$ cat config.mk
export PLATFORM = sky130hd
export DESIGN_NAME = alu_uart_interface
export DESIGN_NICKNAME = d
export VERILOG_FILES = /design/src/rtl/alu_uart_pkg.sv /design/src/rtl/alu_uart_interface_frame_timer.sv /design/src/rtl/alu_uart_interface.sv
export SDC_FILE = /design/constraint.sdc
export NUM_CORES = 1
export LEC_CHECK = 0
export ABC_CLOCK_PERIOD_IN_PS = 1640
export CAP_MARGIN = 20
export CORE_UTILIZATION = 43
export DETAILED_ROUTE_END_ITERATION = 12
export PLACE_DENSITY = 0.78
export SYNTH_ARGS = -nofsm -noshare
export SYNTH_HDL_FRONTEND = slang
export SYNTH_HIERARCHICAL = 1
export SYNTH_SLANG_ARGS = --single-unit
export TNS_END_PERCENT = 20
$ cat constraint.sdc
create_clock -name clk -period 1.64 [get_ports clk]
set_input_delay 0.164 -clock clk [delete_from_list [all_inputs] [get_ports clk]]
set_output_delay 0.164 -clock clk [all_outputs]
set_load 0.01 [all_outputs]
$ cat src/rtl/alu_uart_pkg.sv
// Shared state encoding and ALU opcode constants for the ALU/UART frame controller.
package alu_uart_pkg;

    typedef enum logic [2:0] {
        S_A    = 3'd0,
        S_B    = 3'd1,
        S_OP   = 3'd2,
        S_EXEC = 3'd3,
        S_SEND = 3'd4
    } state_t;

    localparam logic [5:0] OP_ADD = 6'h20;
    localparam logic [5:0] OP_SUB = 6'h22;
    localparam logic [5:0] OP_AND = 6'h24;
    localparam logic [5:0] OP_OR  = 6'h25;
    localparam logic [5:0] OP_XOR = 6'h26;
    localparam logic [5:0] OP_NOR = 6'h27;
    localparam logic [5:0] OP_SRA = 6'h03;
    localparam logic [5:0] OP_SRL = 6'h02;

endpackage

$ cat src/rtl/alu_uart_interface_frame_timer.sv
// Inter-byte timeout: down-counter reloaded on clr or while disabled; expire flags terminal count.
module frame_timer #(
    parameter int TIMEOUT_CYC = 50_000_000,
    parameter int TO_BITS     = 26
) (
    input  logic clk,
    input  logic reset,
    input  logic clr,
    input  logic en,
    output logic expire
);

    localparam logic [TO_BITS-1:0] LOAD = TO_BITS'(TIMEOUT_CYC - 1);

    logic [TO_BITS-1:0] cnt_q, cnt_d;

    always_comb begin
        cnt_d = cnt_q;
        if (clr || !en) begin
            cnt_d = LOAD;
        end else if (cnt_q != '0) begin
            cnt_d = cnt_q - TO_BITS'(1);
        end
    end

    assign expire = en && !clr && (cnt_q == '0);

    always_ff @(posedge clk) begin
        if (reset) begin
            cnt_q <= LOAD;
        end else begin
            cnt_q <= cnt_d;
        end
    end

endmodule

$ cat src/rtl/alu_uart_interface.sv
// Frame controller: pops A, B, opcode from the RX FIFO, registers ALU inputs, pushes the result.
// Optional inter-byte timeout is built when ALU_IF_TIMEOUT_EN is defined.
//
// state  | meaning
// S_A    | idle, waiting for operand A byte
// S_B    | waiting for operand B byte
// S_OP   | waiting for opcode byte
// S_EXEC | ALU inputs stable for one cycle, result captured at the end
// S_SEND | waiting for room in the TX FIFO
module alu_uart_interface
    import alu_uart_pkg::*;
#(
    parameter int DBIT        = 8,
    parameter int NB_OP       = 6,
    parameter int TIMEOUT_CYC = 50_000_000,
    parameter int TO_BITS     = 26
) (
    input  logic             clk,
    input  logic             reset,
    input  logic             rx_empty,
    input  logic [DBIT-1:0]  r_data,
    output logic             rd_uart,
    input  logic             tx_full,
    output logic             wr_uart,
    output logic [DBIT-1:0]  w_data,
    output logic [DBIT-1:0]  alu_a,
    output logic [DBIT-1:0]  alu_b,
    output logic [NB_OP-1:0] alu_op,
    input  logic [DBIT-1:0]  alu_result,
    output logic             busy,
    output logic             frame_done,
    output logic             timeout
);

    state_t            state_q, state_d;
    logic [DBIT-1:0]   a_q, a_d, b_q, b_d, res_q, res_d;
    logic [NB_OP-1:0]  op_q, op_d;
    logic              expire;

`ifdef ALU_IF_TIMEOUT_EN
    logic waiting;
    assign waiting = (state_q == S_B) || (state_q == S_OP);

    frame_timer #(
        .TIMEOUT_CYC (TIMEOUT_CYC),
        .TO_BITS     (TO_BITS)
    ) u_frame_timer (
        .clk    (clk),
        .reset  (reset),
        .clr    (rd_uart),
        .en     (waiting),
        .expire (expire)
    );
`else
    localparam logic [TO_BITS-1:0] TO_LOAD = TO_BITS'(TIMEOUT_CYC - 1);
    logic unused_to;
    assign unused_to = ^TO_LOAD;
    assign expire    = 1'b0;
`endif

    always_comb begin
        state_d = state_q;
        a_d     = a_q;
        b_d     = b_q;
        op_d    = op_q;
        res_d   = res_q;
        rd_uart = 1'b0;
        wr_uart = 1'b0;
        timeout = 1'b0;
        case (state_q)
            S_A: begin
                if (!rx_empty) begin
                    a_d     = r_data;
                    rd_uart = 1'b1;
                    state_d = S_B;
                end
            end
            S_B: begin
                if (!rx_empty) begin
                    b_d     = r_data;
                    rd_uart = 1'b1;
                    state_d = S_OP;
                end else if (expire) begin
                    timeout = 1'b1;
                    state_d = S_A;
                end
            end
            S_OP: begin
                if (!rx_empty) begin
                    op_d    = r_data[NB_OP-1:0];
                    rd_uart = 1'b1;
                    state_d = S_EXEC;
                end else if (expire) begin
                    timeout = 1'b1;
                    state_d = S_A;
                end
            end
            S_EXEC: begin
                res_d   = alu_result;
                state_d = S_SEND;
            end
            S_SEND: begin
                if (!tx_full) begin
                    wr_uart = 1'b1;
                    state_d = S_A;
                end
            end
            default: state_d = S_A;
        endcase
        // FIFO strobes must never fire in a reset cycle, whatever the stale state says.
        if (reset) begin
            rd_uart = 1'b0;
            wr_uart = 1'b0;
            timeout = 1'b0;
        end
    end

    always_ff @(posedge clk) begin
        if (reset) begin
            state_q <= S_A;
            a_q     <= '0;
            b_q     <= '0;
            op_q    <= '0;
            res_q   <= '0;
        end else begin
            state_q <= state_d;
            a_q     <= a_d;
            b_q     <= b_d;
            op_q    <= op_d;
            res_q   <= res_d;
        end
    end

    assign frame_done = wr_uart;
    assign busy       = (state_q != S_A);
    assign w_data     = res_q;
    assign alu_a      = a_q;
    assign alu_b      = b_q;
    assign alu_op     = op_q;

endmodule

## Word-level counts from Yosys, hierarchy flattened

Index checks and enable logic that the tools add are counted.

- Eq/ne operators: 8
- Mux-type cells: 11
- Bitwise operators: 1
- Reduce and logical (&&, ||, !) cells: 7

Operator list:

| operator | count |
|---|---|
| case mux 3 bit (5 select lines) | 1 |
| 2-to-1 mux 3 bit | 4 |
| != test 2 bit, second input constant | 4 |
| equality test 3 x 2 -> 1 bit, second input constant | 2 |
| 2-to-1 mux 1 bit | 6 |
| AND reduction 2 bit | 3 |
| AND reduction 4 bit | 1 |
| equality test 3 x 1 -> 1 bit, second input constant | 1 |
| equality test 3 bit, second input constant | 1 |
| zero test 3 bit | 1 |
| nonzero test 3 bit | 1 |
| OR reduction 3 bit | 1 |
| NOT 1 bit | 1 |

- Register bits after elaboration: 33

## Logic depth before layout (Yosys ltp)

- Depth after elaboration: 4
- Mapped depth: 4

## Worst setup path after synthesis

Ideal clock, no wire load.

- Path kind: reg-to-output
- Start point: reg state_q[0]
- End point: out wr_uart
- Arrival time: 1342 ps
- Required time: 1476 ps
- Setup slack: 134 ps
- Cell stages (with the launch flop): 5
- Buffers on the path: 2
- Cell sequence: dfxtp_1 clkbuf_2 or2b_1 nor4_1 buf_4

- Word-level cells in the longest chain between the ends: 3

RTL lines:

| item | RTL line | RTL |
|---|---|---|
| start: declaration | alu_uart_interface.sv:35 | `state_t state_q, state_d;` |
| start signal: assignment | alu_uart_interface.sv:126 | `state_q <= state_d;` |
| equality test 3 bit | alu_uart_interface.sv:70 | `case (state_q)` |
| 2-to-1 mux 1 bit | alu_uart_interface.sv:70 |  |
| 2-to-1 mux 1 bit | alu_uart_interface.sv:111 | `if (reset) begin` |
| end: declaration | alu_uart_interface.sv:24 | `output logic wr_uart,` |

Every way passes these cells.

## Worst setup path in the final report

- Start point: reg state_q[1]
- End point: out rd_uart

- Word-level cells in the longest chain between the ends: 4
- Elaborated cells between the ends (all ways): 6

RTL lines:

| item | RTL line | RTL |
|---|---|---|
| equality test 3 x 2 -> 1 bit, or another cell as far along | alu_uart_interface.sv:70 |  |
| OR reduction 3 bit (no source line) (*) | n/a |  |
| 2-to-1 mux 1 bit (*) | n/a |  |
| 2-to-1 mux 1 bit (*) | alu_uart_interface.sv:111 |  |
| end: declaration | alu_uart_interface.sv:22 | `output logic rd_uart,` |

Every way passes the cells marked *; elsewhere a longest branch is shown, timed or not.

==> load_flow_metrics.sql <==
INSERT INTO impl_metrics (metric_group, metric, value, unit) VALUES
('timing', 'timing.fmax', '635.4', 'MHz'),
('clocking', 'htree_levels', '2', ''),
('cells_and_area', 'sequential_cell_area', '660.6', 'um^2'),
('timing', 'finalCritPeriodShare', '0.9596', ''),
('detailed_routing', 'wire_per_inst', '12.61', 'um'),
('clocking', 'numCtsBuffers', '5', ''),
('setup_path', 'setup.worst_path.class', 'reg2out', ''),
('setup_path', 'timing.critical_path.required', '1480', 'ps'),
('setup_path', 'endpoint_kind', 'output pin', ''),
('setup_path', 'critical_register_to_register_path_startpoint', 'state_q[1]', ''),
('placed_design', 'dpl-instance-area', '0.002056', 'mm^2'),
('die', 'coreArea', '0.003153', 'mm^2'),
('job', 'max_cap_violations', '0', ''),
('detailed_routing', 'avgViaCountPerCell', '4.788', ''),
('die', 'die_height', '60.62', 'um'),
('timing', 'timing.final.crit_period', '1574', 'ps'),
('timing', 'finClkSkew', '2.276', 'ps'),
('grt', 'grt_remaining_overflow', '0', ''),
('placed_design', 'place.gp.congestion', '0.7038', ''),
('clocking', 'worst_skew_pair_latency', '320', 'ps'),
('power_and_ir_drop', 'report.power.total', '1.564', 'mW'),
('cells_and_area', 'nets', '216', ''),
('die', 'die_area', '0.003675', 'mm^2'),
('clocking', 'clock-root-buffer', 'clkbuf_4', ''),
('timing', 'setup_slack', '66.27', 'ps'),
('synthesis', 'unique_masters_post_synth', '23', ''),
('synthesis', 'synthesis.area', '0.001478', 'mm^2'),
('detailed_routing', 'drcViolationCount', '0', ''),
('cells_and_area', 'layout.core_utilization', '0.6694', ''),
('synthesis', 'yosysWarnings', '6', ''),
('setup_path', 'setup.reg_to_reg.worst_slack', '130', 'ps'),
('synthesis', 'syn_inst', '140', ''),
('cells_and_area', 'final-instance-count-excl-fill', '240', ''),
('detailed_routing', 'postRouteAntennaNets', '0', ''),
('power_and_ir_drop', 'ir_worst_vdd', '486.4', 'uV'),
('clocking', 'cts.reportedPaths.clkPinSlew', '90', 'ps'),
('hold_path', 'hold_path_class', 'in2reg', ''),
('die', 'io-pin-count', '55', ''),
('cells_and_area', 'num_antenna_cells', '0', ''),
('detailed_routing', 'totalWireLength', '3026', 'um'),
('detailed_routing', 'drt_first_pass_iters', '2', ''),
('setup_path', 'cp-start-kind', 'flop', ''),
('die', 'floorplan.initialDensity', '0.4687', ''),
('detailed_routing', 'routed-via-count', '1149', ''),
('detailed_routing', 'drt_first_iter_violations', '29', ''),
('setup_path', 'rr_endpoint', 'alu_b[1]', ''),
('timing', 'finalSetupTns', '0', 'ps'),
('timing', 'rsz0062_at_grt', 'yes', ''),
('timing', 'whs', '402.3', 'ps'),
('die', 'floorplan.rows', '20', ''),
('synthesis', 'synth_seq_area_share', '0.4471', ''),
('placed_design', 'dpl.hpwl', '2245', 'um'),
('placed_design', 'place_worst_setup_slack', '-197.3', 'ps'),
('synthesis', 'flip_flop_and_latch_count_after_synthesis', '33', ''),
('clocking', 'cts_sinks', '33', ''),
('grt', 'grt.total_usage', '0.1935', ''),
('timing', 'hold_viol', '0', ''),
('hold_path', 'min_from', 'alu_result[2]', ''),
('run_status', 'outcome', 'completed', ''),
('clocking', 'cts_tree', 'done', ''),
('synthesis', 'mappedNetlistNets', '160', ''),
('die', 'die_w', '60.62', 'um'),
('placed_design', 'port_buffers', '53', ''),
('power_and_ir_drop', 'leakage', '0.8189', 'nW'),
('grt', 'first_global_vias', '1145', ''),
('cells_and_area', 'num-fill-cells', '276', ''),
('setup_path', 'worst_r2r_path_depth', '4', ''),
('grt', 'grt_max_degree', '50', ''),
('synthesis', 'avgSynthCellArea', '10.55', 'um^2'),
('timing', 'maxSlewViolCount', '0', ''),
('placed_design', 'dpl.cell_count', '233', ''),
('cells_and_area', 'multi_input_combinational_cell_area', '758.2', 'um^2'),
('grt', 'initial_antenna_violation_count', '0', ''),
('power_and_ir_drop', 'power-per-cell-area', '740.7', 'mW/mm^2'),
('grt', 'global_route_wire_length_before_repair', '5140', 'um'),
('cells_and_area', 'stdcell_area', '0.002111', 'mm^2'),
('timing', 'setup_viol_count_final', '0', ''),
('cells_and_area', 'area_growth_syn_to_layout', '42.84', '%'),
('clocking', 'cts.path.max_buffers', '2', ''),
('setup_path', 'timing.critical_path.arrival', '1410', 'ps'),
('hold_path', 'whs_endpoint', 'w_data[2]', ''),
('setup_path', 'critical_path.max_fanout', '6', ''),
('hold_path', 'hold-path-cell-count', '3', ''),
('cells_and_area', 'drive_gt1_frac', '0.1224', '');
worst max-delay path by stage:
| stage | start | endpoint | slack, ps | cells past startpoint |
|---|---|---|---|---|
| floorplan | state_q[0] | wr_uart | 130 | 4 |
| global placement | reset | rd_uart | -140 | 3 |
| detailed placement | reset | frame_done | -200 | 3 |
| CTS | state_q[0] | frame_done | 9 | 3 |
| global route | state_q[1] | rd_uart | -2 | 2 |
| finish | state_q[1] | rd_uart | 70 | 2 |
critical path: stages, from the launching register on:
cell,delay [ps]
dfxtp_1,390
a2111oi_1,380
dlygate4sd2_1,310
synthesized netlist by cell type:
library cell / n / share of area
nand3b_1: 1 / 0.0051
or2_2: 1 / 0.0042
nand2b_1: 47 / 0.20
buf_4: 2 / 0.010
or3_1: 1 / 0.0042
mux2i_1: 30 / 0.20
or4b_1: 1 / 0.0068
buf_6: 2 / 0.015
nor4b_4: 1 / 0.016
nor4_1: 2 / 0.0085
or2b_1: 1 / 0.0051
clkbuf_2: 1 / 0.0034
o21ba_2: 1 / 0.0068
conb_1: 1 / 0.0025
nor4bb_1: 1 / 0.0068
a2111oi_0: 1 / 0.0059
or3b_2: 1 / 0.0059
clkbuf_1: 6 / 0.015
dfxtp_1: 33 / 0.45
or4_1: 1 / 0.0051
buf_2: 2 / 0.0068
and3b_2: 1 / 0.0068
a211oi_1: 2 / 0.010
cell type report:
type | instances | area share
tap | 44 | 0.02608
multi-input combinational | 94 | 0.3592
clock buffer | 7 | 0.02608
sequential | 33 | 0.3130
timing repair buffer | 62 | 0.2756
repair_timing:
item,in CTS,in global routing
buffers inserted,0,0
hold buffers,0,0
resized for setup,6,7
setup endpoints to repair,4,3
layer usage:
metal | share of wire | global-route usage | vias up
met5 | 0 | 0 | -
met4 | 0.015 | 0.05844 | 0
met3 | 0.085 | 0.08316 | 5
met2 | 0.48 | 0.3407 | 41
met1 | 0.42 | 0.2109 | 524
li1 | - | - | 579
state kept, by name, summed over array words and instances (netlist names):
signal and count:
alu_b 8, w_data 8, alu_a 8, state_q 3, alu_op 6
cell usage in the layout, fill, tap and decap left out, types with 2 or more instances in the layout:
cell type and count:
a211oi_1 2, mux2i_1 30, clkdlybuf4s50_1 49, clkbuf_2 3, clkbuf_4 5, buf_4 9, nand2b_1 47, dfxtp_1 33
kinds of logic after synthesis:
group,after synthesis,share of synthesized area
other cells,1,0.002538
simple gates,59,0.2735
buf+inv,13,0.05080
mux,30,0.2032
flops,33,0.4471
compound gates,4,0.02286
where the power goes:
part / switching (mW) / leakage (nW) / internal (mW)
Clock: 0.245 / 0.0314 / 0.202
Sequential: 0.0191 / 0.268 / 0.832
Combinational: 0.103 / 0.519 / 0.162
Total: 0.367 / 0.819 / 1.20
Note: power is estimated with default switching activity, not from simulation.
